==> config.mk <==
export PLATFORM = sky130hd
export DESIGN_NAME = alu_op_sequencer_flat
export DESIGN_NICKNAME = d
export VERILOG_FILES = /design/src/rtl/alu_op_sequencer_if.sv /design/src/rtl/alu_op_sequencer.sv /design/src/flat_wrapper.sv
export SDC_FILE = /design/constraint.sdc
export NUM_CORES = 1
export LEC_CHECK = 0
export CORE_MARGIN = 4
export CORE_UTILIZATION = 42
export CTS_CLUSTER_DIAMETER = 100
export DETAILED_ROUTE_END_ITERATION = 8
export PLACE_DENSITY = 0.83
export SLEW_MARGIN = 20
export SYNTH_ARGS = -nofsm -noshare
export SYNTH_HDL_FRONTEND = slang
export SYNTH_SLANG_ARGS = --single-unit
==> constraint.sdc <==
create_clock -name clk -period 6.1 [get_ports clk]
set_clock_uncertainty 0.15 [all_clocks]
set_input_delay 1.83 -clock clk [delete_from_list [all_inputs] [get_ports clk]]
set_output_delay 1.83 -clock clk [all_outputs]
set_load 0.05 [all_outputs]
==> src/rtl/alu_op_sequencer_if.sv <==
// alu_op_sequencer_if
//   Bundles the request, response and datapath buses of the ALU operation
//   sequencer. clk/reset are not part of the bundle.
//   master : requester plus datapath side (drives req_*, resp_ready, dp_result)
//   slave  : the sequencer (drives req_ready, dp_*, resp_*, mul_busy)
interface alu_op_sequencer_if;
    logic        req_valid;
    logic        req_ready;
    logic [5:0]  req_funct;
    logic [31:0] req_a;
    logic [31:0] req_b;
    logic [5:0]  dp_signal;
    logic [31:0] dp_dataA;
    logic [31:0] dp_dataB;
    logic [31:0] dp_result;
    logic        resp_valid;
    logic        resp_ready;
    logic [31:0] resp_data;
    logic        resp_err;
    logic        mul_busy;

    modport master (
        output req_valid, req_funct, req_a, req_b, resp_ready, dp_result,
        input  req_ready, dp_signal, dp_dataA, dp_dataB,
               resp_valid, resp_data, resp_err, mul_busy
    );

    modport slave (
        input  req_valid, req_funct, req_a, req_b, resp_ready, dp_result,
        output req_ready, dp_signal, dp_dataA, dp_dataB,
               resp_valid, resp_data, resp_err, mul_busy
    );
endinterface

==> src/rtl/alu_op_sequencer.sv <==
// alu_op_sequencer
//   Front-end controller for the 32-bit ALU/shifter/multiplier/HiLo datapath.
//   Takes one operation at a time from the request channel, drives the
//   datapath Signal/operand buses for the required number of cycles and
//   returns the result on the response channel. MFHI/MFLO (and MULTU) wait
//   until an in-flight multiply has finished.
// Ports:
//   clk   - rising-edge clock
//   reset - asynchronous, active-high reset
//   bus   - alu_op_sequencer_if.slave: req_* (valid/ready request),
//           dp_* (datapath drive/result), resp_* (valid/ready response),
//           mul_busy (multiply in flight)
// Configuration:
//   ALU_SEQ_OVERLAP_MUL_EN - when defined, ALU-group ops and illegal codes
//   may run while a multiply is in flight; otherwise all ops serialise.
module alu_op_sequencer #(
    parameter int unsigned ALU_LAT    = 1,
    parameter int unsigned MUL_CYCLES = 32,
    parameter logic [5:0]  NOP_CODE   = 6'b111111
) (
    input logic               clk,
    input logic               reset,
    alu_op_sequencer_if.slave bus
);

    localparam logic [5:0] F_AND   = 6'b100100;
    localparam logic [5:0] F_OR    = 6'b100101;
    localparam logic [5:0] F_ADD   = 6'b100000;
    localparam logic [5:0] F_SUB   = 6'b100010;
    localparam logic [5:0] F_SLT   = 6'b101010;
    localparam logic [5:0] F_SLL   = 6'b000000;
    localparam logic [5:0] F_MULTU = 6'b011001;
    localparam logic [5:0] F_MFHI  = 6'b010000;
    localparam logic [5:0] F_MFLO  = 6'b010010;

    typedef enum logic [1:0] {IDLE, HAZ, EXEC, RESP} state_t;

    function automatic logic is_alu_op(input logic [5:0] f);
        case (f)
            F_AND, F_OR, F_ADD, F_SUB, F_SLT, F_SLL: return 1'b1;
            default:                                 return 1'b0;
        endcase
    endfunction

    function automatic logic is_mul_op(input logic [5:0] f);
        return f == F_MULTU;
    endfunction

    function automatic logic is_mf_op(input logic [5:0] f);
        return (f == F_MFHI) || (f == F_MFLO);
    endfunction

    function automatic logic is_legal(input logic [5:0] f);
        return is_alu_op(f) || is_mul_op(f) || is_mf_op(f);
    endfunction

    // Ops that must wait for the multiplier to drain before issuing.
    function automatic logic must_wait(input logic [5:0] f);
`ifdef ALU_SEQ_OVERLAP_MUL_EN
        return is_mul_op(f) || is_mf_op(f);
`else
        return (f == f);
`endif
    endfunction

    state_t      state_q, state_d;
    logic [5:0]  funct_q, funct_d;
    logic [31:0] a_q, a_d;
    logic [31:0] b_q, b_d;
    logic [2:0]  exec_cnt_q, exec_cnt_d;
    logic [5:0]  mul_cnt_q, mul_cnt_d;
    logic [31:0] resp_data_q, resp_data_d;
    logic        resp_err_q, resp_err_d;

    logic accept;
    logic exec_last;

    assign accept    = bus.req_valid && (state_q == IDLE);
    // MULTU only needs the one-cycle start pulse; everything else holds
    // the datapath for ALU_LAT cycles.
    assign exec_last = is_mul_op(funct_q) || (exec_cnt_q == 3'(ALU_LAT - 1));

    // State register
    always_ff @(posedge clk or posedge reset) begin
        if (reset) begin
            state_q <= IDLE;
        end else begin
            state_q <= state_d;
        end
    end

    // Next-state logic
    always_comb begin
        state_d = state_q;
        case (state_q)
            IDLE: begin
                if (accept) begin
                    if ((mul_cnt_q != '0) && must_wait(bus.req_funct)) begin
                        state_d = HAZ;
                    end else if (!is_legal(bus.req_funct)) begin
                        state_d = RESP;
                    end else begin
                        state_d = EXEC;
                    end
                end
            end
            HAZ: begin
                // An illegal code that waited here still never issues.
                if (mul_cnt_q == '0) begin
                    state_d = is_legal(funct_q) ? EXEC : RESP;
                end
            end
            EXEC: begin
                if (exec_last) begin
                    state_d = RESP;
                end
            end
            RESP: begin
                if (bus.resp_ready) begin
                    state_d = IDLE;
                end
            end
            default: state_d = IDLE;
        endcase
    end

    // Output logic
    always_comb begin
        bus.req_ready  = (state_q == IDLE) && !reset;
        bus.dp_signal  = (state_q == EXEC) ? funct_q : NOP_CODE;
        bus.resp_valid = (state_q == RESP);
        bus.mul_busy   = (mul_cnt_q != '0);
        bus.dp_dataA   = a_q;
        bus.dp_dataB   = b_q;
        bus.resp_data  = resp_data_q;
        bus.resp_err   = resp_err_q;
    end

    // Operand, result and counter next-values
    always_comb begin
        funct_d     = funct_q;
        a_d         = a_q;
        b_d         = b_q;
        resp_data_d = resp_data_q;
        resp_err_d  = resp_err_q;
        exec_cnt_d  = '0;
        mul_cnt_d   = mul_cnt_q;

        if (accept) begin
            funct_d     = bus.req_funct;
            a_d         = bus.req_a;
            b_d         = bus.req_b;
            resp_data_d = '0;
            resp_err_d  = !is_legal(bus.req_funct);
        end

        if (state_q == EXEC) begin
            exec_cnt_d = exec_cnt_q + 3'd1;
            if (exec_last) begin
                resp_data_d = is_mul_op(funct_q) ? '0 : bus.dp_result;
            end
        end

        // Load wins over the background decrement.
        if ((state_q == EXEC) && is_mul_op(funct_q)) begin
            mul_cnt_d = 6'(MUL_CYCLES);
        end else if (mul_cnt_q != '0) begin
            mul_cnt_d = mul_cnt_q - 6'd1;
        end
    end

    always_ff @(posedge clk or posedge reset) begin
        if (reset) begin
            funct_q     <= '0;
            a_q         <= '0;
            b_q         <= '0;
            exec_cnt_q  <= '0;
            mul_cnt_q   <= '0;
            resp_data_q <= '0;
            resp_err_q  <= 1'b0;
        end else begin
            funct_q     <= funct_d;
            a_q         <= a_d;
            b_q         <= b_d;
            exec_cnt_q  <= exec_cnt_d;
            mul_cnt_q   <= mul_cnt_d;
            resp_data_q <= resp_data_d;
            resp_err_q  <= resp_err_d;
        end
    end

endmodule

==> src/flat_wrapper.sv <==
// flat-port wrapper written by rule: the top's interface ports become plain ports
module alu_op_sequencer_flat 
#(
    parameter int unsigned ALU_LAT    = 1,
    parameter int unsigned MUL_CYCLES = 32,
    parameter logic [5:0]  NOP_CODE   = 6'b111111
)
  (clk, reset, bus_req_valid, bus_req_funct, bus_req_a, bus_req_b, bus_resp_ready, bus_dp_result, bus_req_ready, bus_dp_signal, bus_dp_dataA, bus_dp_dataB, bus_resp_valid, bus_resp_data, bus_resp_err, bus_mul_busy);
  alu_op_sequencer_if bus_i ();
  input logic clk;
  input logic reset;
  input wire logic [$bits(bus_i.req_valid)-1:0] bus_req_valid;
  input wire logic [$bits(bus_i.req_funct)-1:0] bus_req_funct;
  input wire logic [$bits(bus_i.req_a)-1:0] bus_req_a;
  input wire logic [$bits(bus_i.req_b)-1:0] bus_req_b;
  input wire logic [$bits(bus_i.resp_ready)-1:0] bus_resp_ready;
  input wire logic [$bits(bus_i.dp_result)-1:0] bus_dp_result;
  output wire logic [$bits(bus_i.req_ready)-1:0] bus_req_ready;
  output wire logic [$bits(bus_i.dp_signal)-1:0] bus_dp_signal;
  output wire logic [$bits(bus_i.dp_dataA)-1:0] bus_dp_dataA;
  output wire logic [$bits(bus_i.dp_dataB)-1:0] bus_dp_dataB;
  output wire logic [$bits(bus_i.resp_valid)-1:0] bus_resp_valid;
  output wire logic [$bits(bus_i.resp_data)-1:0] bus_resp_data;
  output wire logic [$bits(bus_i.resp_err)-1:0] bus_resp_err;
  output wire logic [$bits(bus_i.mul_busy)-1:0] bus_mul_busy;
  assign bus_i.req_valid = bus_req_valid;
  assign bus_i.req_funct = bus_req_funct;
  assign bus_i.req_a = bus_req_a;
  assign bus_i.req_b = bus_req_b;
  assign bus_i.resp_ready = bus_resp_ready;
  assign bus_i.dp_result = bus_dp_result;
  assign bus_req_ready = bus_i.req_ready;
  assign bus_dp_signal = bus_i.dp_signal;
  assign bus_dp_dataA = bus_i.dp_dataA;
  assign bus_dp_dataB = bus_i.dp_dataB;
  assign bus_resp_valid = bus_i.resp_valid;
  assign bus_resp_data = bus_i.resp_data;
  assign bus_resp_err = bus_i.resp_err;
  assign bus_mul_busy = bus_i.mul_busy;
  alu_op_sequencer #(.ALU_LAT(ALU_LAT), .MUL_CYCLES(MUL_CYCLES), .NOP_CODE(NOP_CODE)) u_core (.clk(clk), .reset(reset), .bus(bus_i));
endmodule
Yosys cells after proc, flatten, opt, wreduce, memory -nomap -nowiden
Cells that the tools add are included.

word-level totals
  register bits = 114
  input port bits = 106
  output and inout bits = 106
  word-level logic and storage cells = 81

operators by class
  add/subtract/negate cells = 2
  equal/unequal tests = 23
  muxes and demuxes = 24
  reductions and logical operators = 24

operators by type and width
  cell                   number
  $mux W32               4
  $eq A6 B6 Y1 const B   10
  $eq A6 B5 Y1 const B   6
  $logic_not A6 Y1       3
  $mux W6                3
  $reduce_or A6 Y1       2
  $mux W1                10
  $mux W2                5
  $logic_or A1 B1 Y1     9
  $pmux W2 S4            1
  $ne A2 B1 Y1 const B   3
  $reduce_bool A6 Y1     1
  $sub A6 B1 Y6 const B  1
  $eq A2 B2 Y1 const B   2
  $reduce_and A4 Y1      1
  $add A3 B1 Y3 const B  1
  $logic_and A1 B1 Y1    3
  $logic_not A3 Y1       1
  $mux W3                1
  $eq A2 B1 Y1 const B   1
  $logic_not A1 Y1       2
  $logic_not A2 Y1       1
  $ne A2 B2 Y1 const B   1
  $reduce_bool A2 Y1     1

Longest topological paths before layout
  depth in word-level cells = 12
  depth in mapped cells = 8

Least setup slack after synthesis
No wires, ideal clock.

  kind = input -> output
  start = in reset
  end = out bus_req_ready
  arrival time = 2475 ps
  setup slack = 1645 ps
  stages on the path = 1
  path through = nor2_1

on the way
  longest elaborated chain between the ends = 2

ends and longest elaborated chain
  what                               RTL line                 RTL
  from (decl)                        flat_wrapper.sv:11       input logic reset;
  $logic_not A1 Y1 (no source line)  -
  $logic_and A1 B1 Y1                alu_op_sequencer.sv:129  bus.req_ready = (state_q == IDLE) && !reset;
  to (decl)                          flat_wrapper.sv:18       output wire logic [$bits(bus_i.req_ready)-1:0] bus_req_ready;

No other way between the ends.

Worst setup path in the final report
Ends and elaborated chain as after synthesis.

==> metrics.md <==
| Metric | Value |
|---|---|
| Clk buf depth | 2 |
| Core area | 10840 µm² |
| Largest net degree at the start of global routing | 87 |
| Compound-Gate Fraction of Synth Area | 8.993% |
| CTS sink count | ~110 |
| Drt total wl | 12530 µm |
| Routed wire per std cell | between 15 and 20 µm |
| Syn_area_per_cell | between 10 and 15 µm² |
| Synth area leader | dfrtp_1 |
| Worst Path Arrival | 3270 ps |
| Worst-path maximum fanout | 2 |
| Dpl ws | around 880 ps |
| Initial DRC count | 245 |
| Worst hold path class | reg -> reg |
| CTS Buf Count | 17 |
| Ports | ~210 |
| IO buf count | between 200 and 250 |
| Mapped Area | 4661 µm² |
| Final Slew Violations | 0 |
| Number of library cell types mapped by synthesis | 43 |
| P_int | 0.002814 W |
| Die area | 12850 µm² |
| Antenna violations before repair | 0 |
| Worst-margin pin slew | 899.8 ps |
| TNS Setup | 0 ps |
| Relative slew slack | 39.86% |
| Combinational power share | 52.4% |
| Placement row count | 38 |
| LEAKAGE | 3.247 nW |
| Post-synthesis instance total | between 300 and 400 |
| Placed wire-length estimate | 9043 µm |
| Part of the Yosys area used for sequential elements | 61.21% |
| Grt ovf | 0 |
| CTS tree | yes |
| Final instance area | around 7500 µm² |
| Delay of the slowest cell on the worst path | around 820 ps |
| Synth warnings | 0 |
| Sw Share | 43.52% |
| Area growth, synth to finish | 61.26% |
| Placed Area | 6882 µm² |
| Worst-path clk slew | roughly 50 ps |
| Post-Synth Adder-Cell Area | under 10% |
| DR vias/cell | 5.037 |
| Crit-path cells | clkdlybuf4s50_1 -> nor2_1 -> clkdlybuf4s50_1 |
| Final hold slack | 311.0 ps |
| Max Freq | 190.4 MHz |
| GP Congestion | 0.8216 |
| Startpoint types | primary input |
| VDD IR max | 411.3 µV |
| Via count of the first global-routing pass | 4008 |
| Syn Nets | 441 |
| Nets | 658 |
| Placed cell count | ~660 |
| Clk pwr share | 21.1% |
| H-tree depth | 4 |
| Die height | 113.3 µm |
| Critical Path RT | 4120 ps |
| Post-Synth Simple-Gate Area | 6.738% |
| Skew-Pair Late Insertion Delay | 510 ps |
| Antenna-violating nets left | 0 |
| Setup CP Type | in -> out |
| Slowest CP cell | clkdlybuf4s50_1 |
| Outcome | finished, final reports clean |
| Largest family of logic cells by synthesized area | multiplexers |
| Drt pass-1 iters | 4 |
| Vias after detailed routing | ~3.5k |
| Power per Cell Area | 662.8 nW/µm² |
| Post-route clock period utilization | 86.08% |
| First-pass GRT wire length | around 20000 µm |
| Area share of the largest cell type after synthesis | about three fifths |
| CP Capture Type | primary output |
| RSZ-0062 raised after global routing | no |
| Share of layout cells above drive strength 1 | between 10% and 20% |
| Post-CTS Setup Repair Bufs | 0 |
| Initial Util | a little over two fifths |
| Top post-synthesis cells by area | dfrtp_1 (61%), mux2_2 (17%), a22o_1 (6.0%), ha_1 (2.4%), nor2_1 (1.2%) |
| Hold buffer count at CTS | 0 |
| # setup viols final | 0 |
| Root Buffer | clkbuf_8 |
| Die extent in x | between 100 and 150 µm |
| Post-CTS sizing | 0 |
| Synth Register Bits | 114 |
| Mux cell area share after synthesis | 16.89% |
| Flop pwr share | 26.5% |
| Final worst slack | 849.2 ps |
| XOR/XNOR Fraction of Synth Area | 0.7517% |
| Non-Filler Instances | just under 700 |
| DRC Markers | 0 |
| NetSw | roughly 0.0022 W |
| GRT Util Overall | between 20% and 30% |
| Tmin final | roughly 5300 ps |
| Hold Vio Cnt, Final | 0 |
| Diode count | 0 |
| Top cell by count, worst path | clkdlybuf4s50_1 |
| # Max-Cap Violations | 0 |
-- kinds of logic after synthesis --
logic type | Yosys count
buffers and inverters | 28
flip-flops | 114
AO/OA/AOI/OAI | 48
multiplexers | 70
AND/OR/NAND/NOR | 53
XOR/XNOR | 4
adder cells (fa/ha/maj) | 9
-- worst paths after layout --
| path | from | endpoint | cells after the start | slack [ps] |
|---|---|---|---|---|
| worst max-delay path | reset | bus_req_ready | 3 | 850 |
| worst min-delay path | u_core.exec_cnt_q[0]$_DFF_PP0_ | u_core.exec_cnt_q[0]$_DFF_PP0_ | 1 | 310 |
| worst max register to register | u_core.state_q[0]$_DFFE_PP0P_ | u_core.bus.dp_dataB[6]$_DFFE_PP0P_ | 5 | 3680 |
| worst min register to register | u_core.exec_cnt_q[0]$_DFF_PP0_ | u_core.exec_cnt_q[0]$_DFF_PP0_ | 1 | 310 |
| max in group asynchronous | reset | u_core.bus.dp_dataB[30]$_DFFE_PP0P_ | 3 | 3210 |
| min in group asynchronous | reset | u_core.state_q[1]$_DFFE_PP0P_ | 2 | 1710 |
-- final cells by class --
type                            count  area [µm²]
Clock inverter                      9       178.9
Tap cell                          140       175.2
Multi-Input combinational cell    184        1675
Inverter                           13       53.80
Clock buffer                       22       452.9
Fill cell                         773        3324
Timing Repair Buffer              213        2127
Sequential cell                   114        2853
-- metal layers --
| metal | wire length, µm | GRT usage, % | part of all wire (%) | vias up |
|---|---|---|---|---|
| met3 | 1182 | 7.914 | 9.4 | 16 |
| met1 | 4609 | 21.34 | 37 | 1722 |
| met5 | 0 | 0 | 0 | - |
| met4 | 190 | 7.292 | 1.5 | 0 |
| met2 | 6547 | 35.70 | 52 | 168 |
| li1 | - | - | - | 1595 |
-- cell usage in the layout (no fill, tap or decap), types with 5 or more instances in the layout --
cell type / instances
clkdlybuf4s50_1: 211
dfrtp_1: 114
mux2_2: 69
a22o_1: 32
clkbuf_16: 16
nor2_1: 15
inv_1: 11
ha_1: 9
nand2b_1: 7
nand2_1: 5
o21ai_0: 5
bufinv_16: 5
-- worst max-delay path: cells and delay by family --
family / cells / cell delay (ps)
buffers and inverters: 2 / 1300
and+or+nand+nor: 1 / 130
-- per-stage QoR --
step	power, W	utilization, %
floorplan	0.003067	-
global placement	0.003864	63.43
detailed placement	0.003941	63.48
CTS	0.005026	69.31
global route	0.005206	69.33
finish	0.004981	69.33
-- synth_stat cells, drive strengths merged --
| master | n |
|---|---|
| nor2 | 16 |
| mux2 | 69 |
| a211oi | 1 |
| a21boi | 1 |
| and4bb | 1 |
| nand4b | 1 |
| o31a | 1 |
| buf | 13 |
| ha | 9 |
| xor2 | 1 |
| o22ai | 1 |
| a31oi | 1 |
| a22o | 32 |
| nor3 | 5 |
| o2111a | 1 |
| a221oi | 1 |
| clkbuf | 2 |
| xnor2 | 3 |
| nor3b | 1 |
| nand3b | 1 |
| nor4 | 1 |
| and2 | 3 |
| nand2b | 7 |
| nand2 | 7 |
| o311a | 1 |
| and4 | 1 |
| dfrtp | 114 |
| a211o | 1 |
| a21oi | 2 |
| nand3 | 2 |
| mux2i | 1 |
| or4bb | 1 |
| or3 | 2 |
| o21ai | 5 |
| inv | 13 |
| nor2b | 3 |
| nand4 | 1 |
-- power by group through the flow --
stage | Combinational, W | Clock [W] | Sequential (W)
2_1_floorplan | 0.000727 | 0 | 0.00234
4_1_cts | 0.00263 | 0.00107 | 0.00132
3_5_place_dp | 0.00262 | 0 | 0.00133
5_1_grt | 0.00273 | 0.00111 | 0.00136
6_report | 0.00261 | 0.00105 | 0.00132
3_3_place_gp | 0.00256 | 0 | 0.00130
-- state kept, by name, summed over array words and instances (netlist names) --
name and cells:
u_core.exec_cnt_q 3, u_core.bus.resp_err 1, u_core.bus.dp_dataA 32, u_core.state_q 2, u_core.funct_q 6, u_core.bus.dp_dataB 32, u_core.bus.resp_data 32, u_core.mul_cnt_q 6
Note: power is estimated with default switching activity, not from simulation.
